[config.mk]
export PLATFORM = sky130hd
export DESIGN_NAME = clkdiv_multi_flat
export DESIGN_NICKNAME = d
export VERILOG_FILES = /design/src/rtl/clkdiv_pkg.sv /design/src/rtl/clkdiv_multi_if.sv /design/src/rtl/clkdiv_channel.sv /design/src/rtl/clkdiv_multi.sv /design/src/flat_wrapper.sv
export SDC_FILE = /design/constraint.sdc
export NUM_CORES = 1
export LEC_CHECK = 0
export CAP_MARGIN = 10
export CORE_AREA = 2 2 111 113
export CTS_CLUSTER_DIAMETER = 150
export DETAILED_ROUTE_END_ITERATION = 7
export DIE_AREA = 0 0 113 115
export GPL_TIMING_DRIVEN = 0
export PLACE_DENSITY_LB_ADDON = 0.12
export SYNTH_ARGS = -nofsm -noshare
export SYNTH_HDL_FRONTEND = slang
export SYNTH_HIERARCHICAL = 1
export SYNTH_SLANG_ARGS = --single-unit
[constraint.sdc]
create_clock -name clk_in1 -period 7.85 [get_ports clk_in1]
set_input_delay 1.1775 -clock clk_in1 [delete_from_list [all_inputs] [get_ports clk_in1]]
set_output_delay 1.1775 -clock clk_in1 [all_outputs]
set_load 0.02 [all_outputs]
[src/rtl/clkdiv_pkg.sv]
// Shared constants, types and helpers for the multi-channel clock divider.
package clkdiv_pkg;

  localparam int unsigned MIN_DIV   = 2;
  localparam int unsigned DEF_CNT_W = 16;

  typedef logic [DEF_CNT_W-1:0] div_t;

  // Low-phase length of a period of d cycles; the high phase takes the odd cycle.
  function automatic logic [31:0] low_len(input logic [31:0] d);
    return d >> 1;
  endfunction

endpackage

[src/rtl/clkdiv_multi_if.sv]
// Divisor write port: valid/ready request with a registered reject pulse.
interface clkdiv_multi_if
  import clkdiv_pkg::*;
#(
  parameter int unsigned CH_W  = 1,
  parameter int unsigned CNT_W = DEF_CNT_W
);

  logic             valid;
  logic             ready;
  logic [CH_W-1:0]  ch;
  logic [CNT_W-1:0] div;
  logic             err;

  modport master (output valid, ch, div, input ready, err);
  modport slave  (input valid, ch, div, output ready, err);

endinterface

[src/rtl/clkdiv_channel.sv]
// One divider channel: phase counter, active/pending divisor and registered outputs.
module clkdiv_channel
  import clkdiv_pkg::*;
#(
  parameter int unsigned CNT_W       = DEF_CNT_W,
  parameter int unsigned DEFAULT_DIV = 10000
) (
  input  logic             clk_i,
  input  logic             rst,
  input  logic             en_i,
  input  logic             sync_i,
  input  logic             wr_i,
  input  logic [CNT_W-1:0] wr_div_i,
  output logic             clk_o,
  output logic             tick_o,
  output logic             pending_o
);

  logic [CNT_W-1:0] cnt_q, cnt_d;
  logic [CNT_W-1:0] div_q, div_d;
  logic [CNT_W-1:0] pend_div_q, pend_div_d;
  logic             pending_q, pending_d;
  logic             clk_d, tick_d;
  logic [CNT_W-1:0] low;
  logic             wrap;

  assign low  = CNT_W'(low_len(32'(div_q)));
  assign wrap = (cnt_q == div_q - CNT_W'(1));

  always_comb begin
    cnt_d      = cnt_q;
    div_d      = div_q;
    pend_div_d = pend_div_q;
    pending_d  = pending_q;
    clk_d      = 1'b0;
    tick_d     = 1'b0;
    if (!en_i || sync_i) begin
      // Idle or restart: the next period starts fresh, so a pending divisor can land now.
      cnt_d = '0;
      if (pending_q) begin
        div_d     = pend_div_q;
        pending_d = 1'b0;
      end
    end else begin
      cnt_d  = wrap ? '0 : cnt_q + CNT_W'(1);
      clk_d  = (cnt_d >= low);
      tick_d = (cnt_d == low);
      if (wrap && pending_q) begin
        div_d     = pend_div_q;
        pending_d = 1'b0;
      end
    end
    // Writes are only accepted with pending clear, so they never collide with an apply.
    if (wr_i) begin
      pend_div_d = wr_div_i;
      pending_d  = 1'b1;
    end
  end

  always_ff @(posedge clk_i or posedge rst) begin
    if (rst) begin
      cnt_q      <= '0;
      div_q      <= CNT_W'(DEFAULT_DIV);
      pend_div_q <= '0;
      pending_q  <= 1'b0;
      clk_o      <= 1'b0;
      tick_o     <= 1'b0;
    end else begin
      cnt_q      <= cnt_d;
      div_q      <= div_d;
      pend_div_q <= pend_div_d;
      pending_q  <= pending_d;
      clk_o      <= clk_d;
      tick_o     <= tick_d;
    end
  end

  assign pending_o = pending_q;

endmodule

[src/rtl/clkdiv_multi.sv]
// Multi-channel programmable clock divider with glitch-free divisor updates and common sync.
module clkdiv_multi
  import clkdiv_pkg::*;
#(
  parameter int unsigned NUM_CH      = 2,
  parameter int unsigned CNT_W       = DEF_CNT_W,
  parameter int unsigned DEFAULT_DIV = 10000,
  parameter int unsigned CH_W        = (NUM_CH > 1) ? $clog2(NUM_CH) : 1
) (
  input  logic              clk_in1,
  input  logic              rst,
  input  logic [NUM_CH-1:0] ch_en,
  input  logic              sync,
  clkdiv_multi_if.slave     cfg,
  output logic [NUM_CH-1:0] clk_out,
  output logic [NUM_CH-1:0] tick
);

  logic [NUM_CH-1:0] pending;
  logic [NUM_CH-1:0] wr;
  logic              ready;
  logic              ch_ok, div_ok, accept;
  logic              cfg_err_q;

  // Out-of-range channels report ready so the reject can complete.
  always_comb begin
    ready = 1'b1;
    for (int unsigned i = 0; i < NUM_CH; i++) begin
      if (cfg.ch == CH_W'(i)) ready = ~pending[i];
    end
  end

  assign ch_ok     = (32'(cfg.ch) < NUM_CH);
  assign div_ok    = (cfg.div >= CNT_W'(MIN_DIV));
  assign accept    = cfg.valid & ready;
  assign cfg.ready = ready;
  assign cfg.err   = cfg_err_q;

  always_ff @(posedge clk_in1 or posedge rst) begin
    if (rst) cfg_err_q <= 1'b0;
    else     cfg_err_q <= accept & ~(ch_ok & div_ok);
  end

  for (genvar g = 0; g < NUM_CH; g++) begin : gen_ch
    assign wr[g] = accept & ch_ok & div_ok & (cfg.ch == CH_W'(g));

    clkdiv_channel #(
      .CNT_W      (CNT_W),
      .DEFAULT_DIV(DEFAULT_DIV)
    ) u_channel (
      .clk_i    (clk_in1),
      .rst      (rst),
      .en_i     (ch_en[g]),
      .sync_i   (sync),
      .wr_i     (wr[g]),
      .wr_div_i (cfg.div),
      .clk_o    (clk_out[g]),
      .tick_o   (tick[g]),
      .pending_o(pending[g])
    );
  end

endmodule

[src/flat_wrapper.sv]
// flat-port wrapper written by rule: the top's interface ports become plain ports
module clkdiv_multi_flat import clkdiv_pkg::*;
#(
  parameter int unsigned NUM_CH      = 2,
  parameter int unsigned CNT_W       = DEF_CNT_W,
  parameter int unsigned DEFAULT_DIV = 10000,
  parameter int unsigned CH_W        = (NUM_CH > 1) ? $clog2(NUM_CH) : 1
)
  (clk_in1, rst, ch_en, sync, clk_out, tick, cfg_valid, cfg_ch, cfg_div, cfg_ready, cfg_err);
  clkdiv_multi_if #(.CH_W(CH_W), .CNT_W(CNT_W)) cfg_i ();
  input  logic clk_in1;
  input  logic rst;
  input  logic [NUM_CH-1:0] ch_en;
  input  logic sync;
  output logic [NUM_CH-1:0] clk_out;
  output logic [NUM_CH-1:0] tick;
  input wire logic [$bits(cfg_i.valid)-1:0] cfg_valid;
  input wire logic [$bits(cfg_i.ch)-1:0] cfg_ch;
  input wire logic [$bits(cfg_i.div)-1:0] cfg_div;
  output wire logic [$bits(cfg_i.ready)-1:0] cfg_ready;
  output wire logic [$bits(cfg_i.err)-1:0] cfg_err;
  assign cfg_i.valid = cfg_valid;
  assign cfg_i.ch = cfg_ch;
  assign cfg_i.div = cfg_div;
  assign cfg_ready = cfg_i.ready;
  assign cfg_err = cfg_i.err;
  clkdiv_multi #(.NUM_CH(NUM_CH), .CNT_W(CNT_W), .DEFAULT_DIV(DEFAULT_DIV), .CH_W(CH_W)) u_core (.clk_in1(clk_in1), .rst(rst), .ch_en(ch_en), .sync(sync), .cfg(cfg_i), .clk_out(clk_out), .tick(tick));
endmodule
# After elaboration in Yosys (flattened, before gate mapping)
# Index checks and enable logic that the tools add are counted.
[totals] ff_bits=103 input_bits=23 output_inout_bits=6
[op_classes] add_sub_neg=4 magnitude_cmp=3 eq_ne=6 muxes=21 bitwise_logic=9 n_reduce_logical=12
[op_table] cell="2-to-1 mux 16 bit" n=10
[op_table] cell="adder 16 x 1 -> 16 bit, second input constant" n=2
[op_table] cell="== test 16 x 15 -> 1 bit" n=2
[op_table] cell="== test 16 bit" n=2
[op_table] cell=">= comparator 16 x 15 -> 1 bit" n=2
[op_table] cell="subtractor 16 x 1 -> 16 bit, second input constant" n=2
[op_table] cell=">= comparator 16 x 2 -> 1 bit, second input constant" n=1
[op_table] cell="2-to-1 mux 1 bit" n=11
[op_table] cell="nonzero test 3 bit" n=2
[op_table] cell="bitwise AND 1 bit" n=5
[op_table] cell="!= test 2 bit, second input constant" n=2
[op_table] cell="inverter 1 bit" n=4
[op_table] cell="AND reduction 2 bit" n=2
[op_table] cell="nonzero test 2 bit" n=2
[op_table] cell="logical AND 1 bit" n=2
[op_table] cell="logical NOT 1 bit" n=2
[op_table] cell="logical OR 1 bit" n=2

# Depth between registers and ports, before layout
# Gate-level depths: netlist of the first run.
[depth] word_depth=6 mapped_depth=20

# Hierarchy
# The synthesis of the first run kept the hierarchy.
[modules_own_cells] module="clkdiv_channel" n_inst=2 cells_per_inst=384 area_each_um2=3537.1
[modules_own_cells] module="clkdiv_multi" n_inst=1 cells_per_inst=13 area_each_um2=102.6

# Worst setup path after synthesis of the first run
# OpenSTA, ideal clock, no wires.
[synth_timing] path_type="flip-flop to flip-flop" from="reg u_core.gen_ch[0].u_channel.div_q[0]" to="reg u_core.gen_ch[0].u_channel.clk_o" t_arrival_ns=3.848 slack_ns=3.860 stages_incl_launch_ff=21 path_buffers=4 cell_sequence="dfrtp_1 buf_2 inv_1 ha_1 buf_2 nand4b_1 a2111oi_0 or3_1 clkbuf_1 nand2_1 nor2_1 buf_2 nor2_1 ha_1 nor2b_1 o21a_1 o21ai_0 a31oi_1 o31a_1 a2111oi_0 o22ai_1"
[synth_between] elab_chain_cells=5
[synth_lines] element="start: declaration" line_no="clkdiv_channel.sv:20" source="logic [CNT_W-1:0] div_q, div_d;"
[synth_lines] element="start signal: assignment" line_no="clkdiv_channel.sv:63" source="div_q <= CNT_W'(DEFAULT_DIV);"
[synth_lines] element="start signal: assignment" line_no="clkdiv_channel.sv:70" source="div_q <= div_d;"
[synth_lines] element="subtractor 16 x 1 -> 16 bit" line_no="clkdiv_channel.sv:28" source="assign wrap = (cnt_q == div_q - CNT_W'(1));"
[synth_lines] element="== test 16 bit" line_no="clkdiv_channel.sv:28"
[synth_lines] element="2-to-1 mux 16 bit" line_no="clkdiv_channel.sv:45" source="cnt_d = wrap ? '0 : cnt_q + CNT_W'(1);"
[synth_lines] element=">= comparator 16 x 15 -> 1 bit" line_no="clkdiv_channel.sv:46" source="clk_d = (cnt_d >= low);"
[synth_lines] element="2-to-1 mux 1 bit" line_no="clkdiv_channel.sv:37" source="if (!en_i || sync_i) begin"
[synth_lines] element="named net u_core.gen_ch[0].u_channel.clk_d" line_no="clkdiv_channel.sv:23" source="logic clk_d, tick_d;"
[synth_lines] element="end signal: assignment" line_no="clkdiv_channel.sv:73" source="clk_o <= clk_d;"
[synth_lines] element="end: declaration" line_no="clkdiv_channel.sv:14" source="output logic clk_o,"
# The timed path passes the listed nets, and every way through them passes these cells.
# A chain may end at the register's enable or synchronous reset.

# Worst setup path after layout of the first run
[layout_timing] from="reg u_core.gen_ch[0].u_channel.div_q[1]" to="reg u_core.gen_ch[0].u_channel.clk_o"
[layout_between] elab_chain_cells=5
[layout_lines] element="subtractor 16 x 1 -> 16 bit" line_no="clkdiv_channel.sv:28"
[layout_lines] element="== test 16 bit" line_no="clkdiv_channel.sv:28"
[layout_lines] element="2-to-1 mux 16 bit" line_no="clkdiv_channel.sv:45"
[layout_lines] element=">= comparator 16 x 15 -> 1 bit *" line_no="clkdiv_channel.sv:46"
[layout_lines] element="2-to-1 mux 1 bit *" line_no="clkdiv_channel.sv:37"
[layout_lines] element="named net u_core.gen_ch[0].u_channel.clk_d" line_no="clkdiv_channel.sv:23"
# The timed path passes the listed nets; every way through them passes the cells marked *.

==> results of run 1 <==
==> Yosys cell counts (16+ instances only) <==
cell type / number
sky130_fd_sc_hd__a211o_1: 32
sky130_fd_sc_hd__and3_1: 39
sky130_fd_sc_hd__clkbuf_1: 32
sky130_fd_sc_hd__dfrtp_1: 93
sky130_fd_sc_hd__ha_1: 34
sky130_fd_sc_hd__inv_1: 51
sky130_fd_sc_hd__mux2_2: 32
sky130_fd_sc_hd__mux2i_1: 35
sky130_fd_sc_hd__nand2_1: 49
sky130_fd_sc_hd__nand3_1: 16
sky130_fd_sc_hd__nand4_1: 57
sky130_fd_sc_hd__nor2_1: 90
sky130_fd_sc_hd__xnor2_1: 44
sky130_fd_sc_hd__xor2_1: 24
==> worst register-to-register path: stages, from the launching register on <==
cell	delay (ns)
sky130_fd_sc_hd__dfrtp_1	0.53
sky130_fd_sc_hd__inv_1	0.08
sky130_fd_sc_hd__ha_1	0.20
sky130_fd_sc_hd__buf_2	0.18
sky130_fd_sc_hd__nand4b_1	0.20
sky130_fd_sc_hd__a2111oi_0	0.34
sky130_fd_sc_hd__or3_1	0.15
sky130_fd_sc_hd__clkbuf_1	0.30
sky130_fd_sc_hd__nand2_1	0.17
sky130_fd_sc_hd__nor2_1	0.46
sky130_fd_sc_hd__buf_2	0.32
sky130_fd_sc_hd__nor2_1	0.07
sky130_fd_sc_hd__ha_1	0.28
sky130_fd_sc_hd__nor2b_1	0.13
sky130_fd_sc_hd__o21a_1	0.16
sky130_fd_sc_hd__o21ai_0	0.18
sky130_fd_sc_hd__a31oi_1	0.11
sky130_fd_sc_hd__o31a_1	0.31
sky130_fd_sc_hd__a2111oi_0	0.46
sky130_fd_sc_hd__o22ai_1	0.17
==> kinds of logic after synthesis <==
kind of cell | Yosys count | synth area share [%]
and+or+nand+nor | 314 | 23.6
DFF | 103 | 36.1
buffers and inverters | 101 | 5.94
AOI/OAI and AO/OA | 94 | 10.3
xor gates and xnor gates | 68 | 8.30
muxes | 67 | 9.90
adders and majority gates | 34 | 5.93
==> routing by layer <==
metal / part of all wire (%) / global-route usage [%] / vias up
met5: 0 / 0 / -
met4: 2.0 / 8.86 / 0
met3: 6.1 / 4.43 / 29
met2: 46 / 46.4 / 225
met1: 46 / 41.7 / 2940
li1: - / - / 2859
==> power groups by stage <==
stage	Combinational, µW	Sequential (µW)	Clock, µW
after floorplan	511	735	0
after global placement	614	769	0
after detailed placement	649	777	0
after CTS	657	767	453
after global routing	739	787	470
final	663	771	443
==> how the worst max path moves through the flow <==
stage                                         from                               end  cells past startpoint
2_1_floorplan  u_core/gen_ch[0].u_channel/div_q[0]  u_core/gen_ch[0].u_channel/clk_o                     20
3_3_place_gp   u_core/gen_ch[1].u_channel/div_q[1]  u_core/gen_ch[1].u_channel/clk_o                     19
3_5_place_dp   u_core/gen_ch[1].u_channel/div_q[1]  u_core/gen_ch[1].u_channel/clk_o                     19
4_1_cts        u_core/gen_ch[0].u_channel/div_q[1]  u_core/gen_ch[0].u_channel/clk_o                     19
5_1_grt        u_core/gen_ch[0].u_channel/div_q[0]  u_core/gen_ch[0].u_channel/clk_o                     20
6_report       u_core/gen_ch[0].u_channel/div_q[1]  u_core/gen_ch[0].u_channel/clk_o                     19
==> cells in the final DEF (no fill, tap or decap), types with 5 or more instances in the layout <==
master,Yosys,layout
sky130_fd_sc_hd__nand2_1,49,49
sky130_fd_sc_hd__mux2i_1,35,35
sky130_fd_sc_hd__nand3_1,16,16
sky130_fd_sc_hd__nor3_1,13,13
sky130_fd_sc_hd__inv_6,0,5
sky130_fd_sc_hd__nor2_1,90,90
sky130_fd_sc_hd__clkbuf_16,0,9
sky130_fd_sc_hd__o22ai_1,6,6
sky130_fd_sc_hd__xor2_1,24,24
sky130_fd_sc_hd__buf_2,12,12
sky130_fd_sc_hd__and3_1,39,39
sky130_fd_sc_hd__o21ai_0,10,10
sky130_fd_sc_hd__xnor2_1,44,44
sky130_fd_sc_hd__inv_1,51,49
sky130_fd_sc_hd__mux2_2,32,32
sky130_fd_sc_hd__or3_1,10,10
sky130_fd_sc_hd__nor4_2,5,5
sky130_fd_sc_hd__nor4_1,6,6
sky130_fd_sc_hd__nor2b_1,10,10
sky130_fd_sc_hd__dfrtp_1,93,93
sky130_fd_sc_hd__clkdlybuf4s50_1,0,28
sky130_fd_sc_hd__a211o_1,32,32
sky130_fd_sc_hd__clkbuf_1,32,33
sky130_fd_sc_hd__nand4_1,57,57
sky130_fd_sc_hd__ha_1,34,34
sky130_fd_sc_hd__a21oi_1,6,6
sky130_fd_sc_hd__dfstp_2,10,10
==> stage by stage <==
| stage | cells | hold slack (ns) | util (%) |
|---|---|---|---|
| global route | 974 | 0.558 | 67.5 |
| CTS | 974 | 0.535 | 67.5 |
| detailed placement | 958 | 0.517 | 65.0 |
| floorplan | 781 | 0.494 | - |
| finish | 974 | 0.534 | 67.5 |
| global placement | 956 | 0.516 | 64.7 |
==> registers in the layout, summed over array words and instances (netlist names) <==
signal / flops
u_core/gen_ch.u_channel/cnt_q: 32
u_core/gen_ch.u_channel/pend_div_q: 32
u_core/gen_ch.u_channel/clk_o: 2
u_core/gen_ch.u_channel/pending_o: 2
u_core/gen_ch.u_channel/tick_o: 2
u_core/cfg.err: 1
u_core/gen_ch.u_channel/div_q: 32
==> cell type report <==
| cell class | count | area (µm²) |
|---|---|---|
| Buffer | 50 | 235 |
| Clock buffer | 10 | 229 |
| Clock inverter | 6 | 60.1 |
| Fill cell | 947 | 3840 |
| Inverter | 51 | 191 |
| Multi-Input combinational cell | 577 | 4160 |
| Sequential cell | 103 | 2590 |
| Tap cell | 147 | 184 |
| Timing Repair Buffer | 30 | 320 |
==> results.txt, run 1 <==
- Cell internal power was estimated by the tool at 1150 µW.
* Post-CTS Repair Setup Buffers: 0
- The cell count after synthesis came out at 781.
- Headroom to the max-slew limit came out at 57.2%.
- Pin placement for this block handled 29 I/O pins.
- DRC violation count after routing: 1
- Synthesized cell area: 7180 µm²
- After synthesis, the netlist uses 50 different library cells.
* H-tree depth reported by CTS: 3
- Seq cells post-synth: 103
- Post-cts resize count: 0
- Overall power after layout: 1880 µW
* Post-DR vias/cell: 6.21
- After detailed routing, the average wire length per cell comes to 18.5 µm.
- Power density over the cells: 236 nW/µm²
* Number of endpoints failing setup at the final stage: 0
* Worst setup slack after layout: 2.88 ns
- Switching Power: 725 µW
* Top cell type's share of synthesized area: 32.4%
- In this run the static leakage power is 0.00350 µW.
- The worst-case IR drop observed on VDD is 0.161 mV.
* Arrival time worst endpoint: 5.18 ns
* Final estimated routing congestion in global placement: 0.854
* Number of CTS-inserted buffers: 9
* Dominant register cell in the synthesized netlist: sky130_fd_sc_hd__dfrtp_1
- At the end of the flow, the number of nets in the layout was 879.
* Required time at the worst-slack endpoint: 8.06 ns
- Initial Util: 60.8%
* Clock period minus final worst setup slack: 4.97 ns
* Clock network latency to the later pin of the worst-skew pair: 0.37 ns
- TritonCTS built the clock tree.
- The post-route netlist has 11.9% of its cells at a drive strength greater than 1.
- Final worst clock skew: 0.0165 ns
- Sum Neg Setup Slack: 0 ns
- Measured along the y axis, the die boundary spans 115 µm.
* Overflow left after global routing: 0
- Sequential cells burn 41.1% of the power.
* Number of warnings issued by yosys: 6
* Remaining number of nets flagged by the antenna check after routing: 0
- The synthesized design spends more area on one cell type than any other, namely sky130_fd_sc_hd__dfrtp_1.
- DIE AREA: 13,000 µm²
* Worst Setup Slack post-DPL: 3.11 ns
* Clock-pin slew on the worst setup and hold paths: 0.07 ns
* First-pass DRT Iterations: 7
- Port buffering added 28 buffers.
- The critical path is of the flip-flop to flip-flop type.
* DP Wirelength: 13,400 µm
* Clock Power Share: 23.6%
- The run finished, with violations left.
- Summed over all layers, the routed wires come to 18,100 µm.
- The setup check on the worst reg-to-reg path leaves a slack of 2.88 ns.
- First-pass GRT wire length: 29,800 µm
- At the pin with the least slew margin, the transition time is 0.638 ns.
- The longest clock path from root to sink contains 2 buffers.
- Synthesis-to-finish area growth: 11.1%
* Total count of max-transition violations in the final report: 0
- On the worst path, the slowest cell contributes a delay of 0.53 ns.
- Ranked by total cell area, the synthesized netlist is headed by sky130_fd_sc_hd__dfrtp_1, sky130_fd_sc_hd__ha_1, sky130_fd_sc_hd__xnor2_1.
- Along the worst path, the maximum fanout reaches 10.
* Share of the yosys chip area belonging to registers: 36.1%
- Reg2Reg Depth: 19
* GR Util All Layers: 29.2%
- EDFF count, synth: 0
* Top achievable clock speed: 0.201 GHz
* Terminus of the critical flop-to-flop path: u_core/gen_ch[0].u_channel/clk_o
- ANT cells: 0
- Share of synthesized registers carrying an async set or reset: 100%
- Number of global-route vias before repair: 5,895
- Vias: 6,053
* Type of the tightest min-delay check: flip-flop to flip-flop
* Share of power burned in combinational logic: 35.3%
- The first routing iteration left 378 violations.
* Mean cell area of the mapped netlist: 9.19 µm²
- Among all stages on the critical path, the largest delay is contributed by sky130_fd_sc_hd__dfrtp_1.
- The floorplan step defined a core boundary enclosing 11,800 µm².
- CTS placed an instance of sky130_fd_sc_hd__clkbuf_16 at the clock tree root.
- Final design area excluding fillers: 7970 µm²
- The worst hold path begins at u_core/gen_ch[0].u_channel/pend_div_q[14].
* Violated checks: DRC
- In this run the core area contains 40 standard-cell rows.
- Grouping stages by cell kind, the critical path spends the most delay in compound AO/OA/AOI/OAI gates.
- Setup repair after global routing left no endpoint under its margin.
- Together, buffers and inverters on the worst path number 4.
* Hold Path Depth: 1
- In this run the horizontal extent of the chip is 113 µm.
- The worst setup path is launched from a flip-flop.
- The worst setup path is captured at a flip-flop.
* Net switching fraction of the power: 38.6%
- Total count of hold-check failures in the final report: 0
* Sink Count: 103
* Number of antenna violations at the first check in global routing: 0
- Worst min-delay path endpoint: u_core/gen_ch[0].u_channel/pend_div_q[14]
- List of cells traversed by the critical path: inv_1 > ha_1 > buf_2 > nand4b_1 > a2111oi_0 > or3_1 > clkbuf_1 > nand2_1 > nor2_1 > buf_2 > nor2_1 > ha_1 > nor2b_1 > o21a_1 > o21ai_0 > a31oi_1 > o31a_1 > a2111oi_0 > o22ai_1
- After clock tree synthesis, the flow added hold-fix buffers numbering 0.
- Synthesis produced a netlist with a net count of 838.
- In the finished design, the share of the clock period the worst path needs comes to 63.3%.
* Source of the worst register-to-register timing path: u_core/gen_ch[0].u_channel/div_q[1]
- After detailed placement, the total cell area comes to 7680 µm².
* Maximum number of pins on one net before global-route repair: 36
- Max-cap violations in this run came to 0.
Note: power is estimated with default switching activity, not from simulation.
==> run 2: changes to the inputs <==
- CORE_AREA: 2 2 111 113 -> 2 2 117 119
- DIE_AREA: 0 0 113 115 -> 0 0 119 121
- clock period: 7.85 -> 4.52 ns (I/O delays scaled with it)
==> run 2 against run 1 <==
The flow now finishes without violations. Wire length up 2.3%. Clock-buffer cell count unchanged. Global-route usage down 2.9 points. Via count about the same. Hold slack worse by 0.00090 ns. Largest power group unchanged. Clock power is 99% higher. Critical endpoint is now u_core/gen_ch[1].u_channel/clk_o. Critical path depth is 1 higher. Core utilization down 4.8 points. Largest cell class unchanged. Critical path type unchanged. Non-clock buffer count is 10 higher.
==> results.txt, run 2 (synthesis gave the netlist of run 1 again) <==
* Top achievable clock speed: 0.231 GHz (+14%)
- Number of global-route vias before repair: 6,011 (+2.0%)
* Share of power burned in combinational logic: 34.8% (-0.5 points)
* Overall power after layout: 3410 µW (+82%)
- The worst path required time came to 4.71 ns (-3.35 ns).
- Power density over the cells: 416 nW/µm² (+77%)
- The wire length of the first global-routing pass was 30,100 µm (+1.3%).
- The residual antenna-violating net count after detailed routing was 0 (unchanged).
- The worst endpoint data arrival time came to 4.53 ns (-0.65 ns).
- The clock latency reported for the late side of the worst-skew pair came to 0.35 ns (-0.02 ns).
- Share of final-layout standard cells stronger than drive strength 1: 14.5% (+2.6 points)
* Sum Neg Setup Slack: 0 ns (unchanged)
- Total I/O pin count: 29 (unchanged)
* Die Height: 121 µm (+5.2%)
* Clock Power Share: 25.8% (+2.2 points)
- Worst slew pin tran: 0.665 ns (+0.0272 ns)
* ANT cells: 0 (unchanged)
- TritonCTS built the clock tree.
- The number of clock buffers inserted by TritonCTS came to 9 (unchanged).
- The worst clock skew on the final layout is 0.00848 ns (-0.00805 ns).
- The count of fill cells added during filler insertion came to 1,111 (+17%).
* DRC marker count from the first detailed-route iteration: 427 (+13%)
- The number of violations of the max-capacitance limit is 0 (unchanged).
* Sequential power share: 39.4% (-1.7 points)
- Maximum fanout encountered on the critical timing path: 10 (unchanged)
- DIE AREA: 14,400 µm² (+11%)
- The leakage component of the power came to 0.00358 µW (+2.3%).
* Final estimated routing congestion in global placement: 0.857 (+0.33%)
* Total count of max-transition violations in the final report: 0 (unchanged)
- Post-DR vias/cell: 5.97 (-3.9%)
- The deepest level of the CTS H-tree is 3 (unchanged).
- Worst setup SP type: flip-flop
* Status: complete, no violations
- Net count of the finished layout: 889 (+1.1%)
* Largest registers: u_core/gen_ch.u_channel/cnt_q: 32 flops, u_core/gen_ch.u_channel/div_q: 32 flops, u_core/gen_ch.u_channel/pend_div_q: 32 flops
- The worst slew slack as a fraction of its limit was 55.3% (-1.8 points).
* DRC violation count after routing: 0 (-1)
- Vias: 6,051 (-0.033%)
* Total count of hold-check failures in the final report: 0 (unchanged)
- Buffers added on ports: 28 (unchanged)
* Post-route fraction of the period consumed by the critical path: 96.0% (+33 points)
* Die span in x: 119 µm (+5.3%)
* Cell at the root of the clock tree: sky130_fd_sc_hd__clkbuf_16
- Overflow left after global routing: 0 (unchanged)
* Initial Util: 54.8% (-5.9 points)
- Leading cell type in the layout, fill and taps excluded: sky130_fd_sc_hd__dfrtp_1
- The final critical delay including setup and external delays is 4.34 ns (-0.628 ns).
- Multi-input gate area: 4210 µm² (+1.1%)
* Maximum number of pins on one net before global-route repair: 40 (+11%)
* Largest buffer count on any clock path: 2 (unchanged)
* CORE AREA: 13,100 µm² (+11%)
- The smallest hold slack was 0.533 ns (-0.000899 ns).
* DP Wirelength: 13,500 µm (+0.76%)
* Drt wl/cell: 18.2 µm (-1.6%)
* Switching Power: 1260 µW (+74%)
- Net switching fraction of the power: 36.9% (-1.7 points)
* Type of the tightest min-delay check: flip-flop to flip-flop
* Number of antenna violations at the first check in global routing: 0 (unchanged)
- The maximum ir drop on the vdd rail was 0.339 mV (+110%).
* Critical path capture point type: flip-flop
* Number of rows in the core area: 42 (+5.0%)
* CTS Hold Buffers Added: 0 (unchanged)
* FF+latch area: 2590 µm² (about the same)
* First-pass DRT Iterations: 7 (unchanged)
- Number of endpoints failing setup at the final stage: 0 (unchanged)
- The clock transition time at the flip-flop clock pins of the worst setup and hold paths was 0.07 ns (about the same).
- The library cells used most frequently in the layout, excluding fill and tap cells, are sky130_fd_sc_hd__dfrtp_1, sky130_fd_sc_hd__nor2_1, sky130_fd_sc_hd__nand4_1.
* Sink Count: 103 (unchanged)
- Worst Path Class, Setup: flip-flop to flip-flop
* Final WL: 18,500 µm (+2.3%)
- The cell internal power dissipation was 2150 µW (+87%).
- Synthesis-to-finish area growth: 14.2%
- The overall global routing resource usage was 26.3% (-2.9 points).
## run 2: repair_timing
action                     CTS  global route
setup endpoints to repair    2             2
setup buffers                0            12
pin swaps                    0             6
resized for setup            4            17
## run 2: final cells by class
type                            count  share of cell area, %
Buffer                             48                   2.96
Tap cell                          176                   2.69
Clock buffer                       10                   2.91
Multi-Input combinational cell    577                   51.3
Timing Repair Buffer               42                   5.01
Inverter                           51                   2.33
Sequential cell                   103                   31.6
Clock inverter                      6                   1.19
## run 2: per-layer routing
metal	track usage, %	up-vias	share of wire, %
li1	-	2889	-
met1	37.8	2947	48
met3	3.20	28	5.4
met4	9.60	0	2.3
met5	0	-	0
met2	41.0	187	45
## run 2: critical path, cell delays in order (launching register included)
cell,delay (ns)
sky130_fd_sc_hd__dfrtp_1,0.32
sky130_fd_sc_hd__clkbuf_4,0.19
sky130_fd_sc_hd__inv_1,0.07
sky130_fd_sc_hd__ha_1,0.20
sky130_fd_sc_hd__clkbuf_4,0.19
sky130_fd_sc_hd__xor2_1,0.16
sky130_fd_sc_hd__o22ai_1,0.09
sky130_fd_sc_hd__o21ai_0,0.23
sky130_fd_sc_hd__nand3_2,0.15
sky130_fd_sc_hd__or3_1,0.44
sky130_fd_sc_hd__nor2_4,0.21
sky130_fd_sc_hd__clkbuf_4,0.24
sky130_fd_sc_hd__nor2_1,0.07
sky130_fd_sc_hd__ha_1,0.29
sky130_fd_sc_hd__nor2b_1,0.13
sky130_fd_sc_hd__o21a_1,0.16
sky130_fd_sc_hd__o21ai_0,0.14
sky130_fd_sc_hd__a31oi_1,0.10
sky130_fd_sc_hd__o31a_1,0.31
sky130_fd_sc_hd__a2111oi_2,0.31
sky130_fd_sc_hd__o22ai_1,0.17
## run 2: power by group through the flow
stage               sequential, µW  clock (µW)  combinational [µW]
global placement              1340           0                1070
floorplan                     1280           0                 887
finish                        1340         881                1190
CTS                           1340         896                1130
global route                  1370         935                1310
detailed placement            1350           0                1120
## run 2: through the flow
step	std cells	cell area, µm²	utilization [%]	setup slack (ns)
floorplan	781	7180	-	0.530
global placement	985	7680	58.7	-0.182
detailed placement	987	7720	59.0	-0.271
CTS	1001	8060	61.6	0.0961
global route	1013	8200	62.7	-0.103
finish	1013	8200	62.7	0.182
## run 2: worst paths after layout
check	start	endpoint	slack [ns]	cells after the start
max	u_core/gen_ch[1].u_channel/div_q[0]	u_core/gen_ch[1].u_channel/clk_o	0.18	20
min	u_core/gen_ch[0].u_channel/pend_div_q[3]	u_core/gen_ch[0].u_channel/pend_div_q[3]	0.53	1
max reg2reg	u_core/gen_ch[1].u_channel/div_q[0]	u_core/gen_ch[1].u_channel/clk_o	0.18	20
min reg2reg	u_core/gen_ch[0].u_channel/pend_div_q[3]	u_core/gen_ch[0].u_channel/pend_div_q[3]	0.53	1
max in group asynchronous	rst	u_core/gen_ch[0].u_channel/div_q[10]	3.10	3
min in group asynchronous	rst	u_core/cfg.err	0.57	2
==> run 3: changes to the inputs <==
- CORE_AREA: 2 2 117 119 -> 2 2 111 113
- CTS_CLUSTER_DIAMETER: 150 -> 120
- DIE_AREA: 0 0 119 121 -> 0 0 113 115
- GPL_ROUTABILITY_DRIVEN: not set -> 0
- clock period: 4.52 -> 4.3 ns (I/O delays scaled with it)
==> run 3 against run 2 <==
The flow now finishes with violations (DRC). Core utilization rose by 6.5 points. Non-clock buffer count is 1 higher. Flip-flop and latch count stayed put. Clock-buffer cell count is 1 lower. Clock power decreased by 8.1%. Hold slack worse by 0.016 ns. Register-to-register slack worse by 0.03 ns. First-iteration DRC count is 2.3% higher. Power grew 2.3%. Critical path depth is 1 lower. Combinational power up 6%. Critical path type unchanged.
==> results.txt, run 3 (synthesis gave the netlist of run 1 again) <==
- Status: finished, violations left
- Violated checks: DRC
- The leakage component of the power is 0.00358 µW (about the same).
- The worst path required time is 4.50 ns (-0.21 ns).
- DP Wirelength: 13,200 µm (-2.3%)
* Number of CTS-inserted buffers: 9 (unchanged)
- Setup repair after global routing left no endpoint under its margin.
- The post-route clock period utilization is 96.6% (+0.61 points).
- The worst-case clock buffer depth was 2 (unchanged).
- The critical path is of the flip-flop to flip-flop type.
- GR Util All Layers: 28.9% (+2.6 points)
- The horizontal die dimension was 113 µm (-5.0%).
- Overflow left after global routing: 0 (unchanged)
* Number of global-route vias before repair: 5,889 (-2.0%)
- Die Height: 115 µm (-5.0%)
* Largest stage delay, worst path: 0.41 ns (-0.03 ns)
* Leading cell type in the layout, fill and taps excluded: sky130_fd_sc_hd__dfrtp_1
- Type of the tightest min-delay check: primary input to async pin
- Initial Util: 60.8% (+5.9 points)
- The detail-routed via count per cell was 6.26 (+4.8%).
- Final worst clock skew: 0.00951 ns (+0.00103 ns)
- The clock transition time at the flip-flop clock pins of the worst setup and hold paths is 0.08 ns (about the same).
* Critical path capture point type: flip-flop
- Clock network latency to the later pin of the worst-skew pair: 0.36 ns (about the same)
* ANT cells: 0 (unchanged)
- The total negative slack for setup checks was 0 ns (unchanged).
- Maximum number of pins on one net before global-route repair: 29 (-28%)
- DRC violation count after routing: 1 (+1)
- The placement row count is 40 (-4.8%).
- The worst-margin pin slew came to 0.652 ns (-0.0126 ns).
- The worst setup path is launched from a flip-flop.
- The total detailed-routing wirelength is 18,000 µm (-2.7%).
- The reg2reg setup slack is 0.15 ns (-0.03 ns).
- The deepest level of the CTS H-tree came to 3 (unchanged).
- Remaining number of nets flagged by the antenna check after routing: 0 (unchanged)
- Drt wl/cell: 18.3 µm (about the same)
- The iteration-0 DRC count of the detailed router came to 437 (+2.3%).
- The number of antenna violations at the first check in global routing is 0 (unchanged).
* Clock period minus final worst setup slack: 4.15 ns (-0.185 ns)
* Cell at the root of the clock tree: sky130_fd_sc_hd__clkbuf_16
* Top library cells by usage in the layout, fill and taps aside: sky130_fd_sc_hd__dfrtp_1, sky130_fd_sc_hd__nor2_1, sky130_fd_sc_hd__nand4_1
- Total count of max-transition violations in the final report: 0 (unchanged)
- CP bufs+invs: 4 (unchanged)
- The number of optimization iterations in the first detailed-route pass is 7 (unchanged).
- Top achievable clock speed: 0.241 GHz (+4.5%)
* Buffers added on ports: 28 (unchanged)
- The maximum ir drop on the vdd rail is 0.361 mV (+6.7%).
- Vias: 6,167 (+1.9%)
- The kind of cell with the highest combined delay along the critical path is simple AND/OR/NAND/NOR gates.
* Sink Count: 103 (unchanged)
- The pre-CTS setup slack came to -0.500 ns (-0.229 ns).
* Worst setup slack after layout: 0.147 ns (-0.0349 ns)
- Synthesis-to-finish area growth: 13.8%
- The worst slew slack as a fraction of its limit came to 56.2% (+0.84 points).
* Arrival time worst endpoint: 4.35 ns (-0.18 ns)
- The core occupancy in the finished layout is 69.2% (+6.5 points).
- The endpoint identified for the worst register-to-register timing path is u_core/gen_ch[0].u_channel/clk_o.
* CORE AREA: 11,800 µm² (-9.7%)
* Reg2Reg Depth: 19 (-5.0%)
* List of cells traversed by the critical path: clkbuf_4 > inv_1 > ha_1 > clkbuf_4 > and3_1 > nor4_2 > nand3_1 > or3_4 > nor2_4 > buf_6 > nor2_1 > ha_1 > nor2b_1 > o21a_1 > o21ai_1 > a31oi_1 > o31a_1 > a2111oi_1 > o22ai_1
* Total I/O pin count: 29 (unchanged)
- Net count of the finished layout: 890 (+0.11%)
- The highest fanout seen on the critical path came to 10 (unchanged).
* Overall power after layout: 3490 µW (+2.3%)
* Source of the worst register-to-register timing path: u_core/gen_ch[0].u_channel/div_q[0]
- TritonCTS built the clock tree.
- Standard cell with the maximum stage delay on the critical path: sky130_fd_sc_hd__or3_4
- The power density of the placed cells is 427 nW/µm² (+2.6%).
- Share of final-layout standard cells stronger than drive strength 1: 15.2% (+0.70 points)
* Number of endpoints failing setup at the final stage: 0 (unchanged)
- Total count of hold-check failures in the final report: 0 (unchanged)
- Total of max-cap violations: 0 (unchanged)
* Largest registers: u_core/gen_ch.u_channel/cnt_q: 32 flops, u_core/gen_ch.u_channel/div_q: 32 flops, u_core/gen_ch.u_channel/pend_div_q: 32 flops
* First-pass GRT wire length: 29,800 µm (-1.1%)
- DIE AREA: 13,000 µm² (-9.8%)
run 3: changes by cell type in the layout (fill, tap and decap cells not counted), sizes merged:
cell    change
inv         +1
buf         +5
bufinv      -2
clkbuf      -5
clkinv      +2
run 3: worst register-to-register path, cell delays in order (launching register included):
cell and delay, ns:
sky130_fd_sc_hd__dfrtp_1 0.33, sky130_fd_sc_hd__clkbuf_4 0.19, sky130_fd_sc_hd__inv_1 0.06, sky130_fd_sc_hd__ha_1 0.20, sky130_fd_sc_hd__clkbuf_4 0.19, sky130_fd_sc_hd__and3_1 0.16, sky130_fd_sc_hd__nor4_2 0.29, sky130_fd_sc_hd__nand3_1 0.16
sky130_fd_sc_hd__or3_4 0.41, sky130_fd_sc_hd__nor2_4 0.18, sky130_fd_sc_hd__buf_6 0.17, sky130_fd_sc_hd__nor2_1 0.06, sky130_fd_sc_hd__ha_1 0.28, sky130_fd_sc_hd__nor2b_1 0.14, sky130_fd_sc_hd__o21a_1 0.16, sky130_fd_sc_hd__o21ai_1 0.12
sky130_fd_sc_hd__a31oi_1 0.11, sky130_fd_sc_hd__o31a_1 0.29, sky130_fd_sc_hd__a2111oi_1 0.33, sky130_fd_sc_hd__o22ai_1 0.16
run 3: where the power goes:
group          total, µW  internal, µW  switching [µW]
Sequential          1420          1180             243
Clock                810           407             403
Combinational       1260           553             707
run 3: final cells by class:
type	count	area [µm²]
Buffer	48	245
Tap cell	147	184
Multi-Input combinational cell	577	4250
Fill cell	917	3640
Timing Repair Buffer	43	418
Inverter	51	191
Clock buffer	9	225
Clock inverter	7	62.6
Sequential cell	103	2590
run 3: how the worst max path moves through the flow:
stage / depth (start not counted) / start / slack (ns) / to
after floorplan: 20 / u_core/gen_ch[1].u_channel/div_q[0] / 0.31 / u_core/gen_ch[1].u_channel/clk_o
after CTS: 17 / u_core/gen_ch[0].u_channel/div_q[3] / 0.03 / u_core/gen_ch[0].u_channel/clk_o
after detailed placement: 20 / u_core/gen_ch[0].u_channel/div_q[0] / -0.50 / u_core/gen_ch[0].u_channel/clk_o
after global routing: 17 / u_core/gen_ch[1].u_channel/div_q[3] / 0.02 / u_core/gen_ch[1].u_channel/clk_o
final: 19 / u_core/gen_ch[0].u_channel/div_q[0] / 0.15 / u_core/gen_ch[0].u_channel/clk_o
after global placement: 19 / u_core/gen_ch[0].u_channel/div_q[1] / -0.38 / u_core/gen_ch[0].u_channel/clk_o
run 3: metrics by stage:
| stage | hold WS [ns] | std cells | instance area [µm²] |
|---|---|---|---|
| after CTS | 0.510 | 975 | 8020 |
| after floorplan | 0.374 | 781 | 7180 |
| after global placement | 0.516 | 956 | 7640 |
| after detailed placement | 0.518 | 958 | 7680 |
| after global routing | 0.525 | 985 | 8170 |
| final | 0.517 | 985 | 8170 |
run 3: routing by layer:
layer	GRT usage, %	wire [µm]
met3	3.85	1070
met4	10.1	336
met1	42.0	8280
met2	44.7	8300
met5	0	0
run 3: what timing repair did:
action,4_1_cts,5_1_grt
endpoints found under the hold margin,0,0
hold buffers,0,0
resized for setup,11,20
setup endpoints to repair,2,2
pin swaps,6,12
setup buffers,3,10
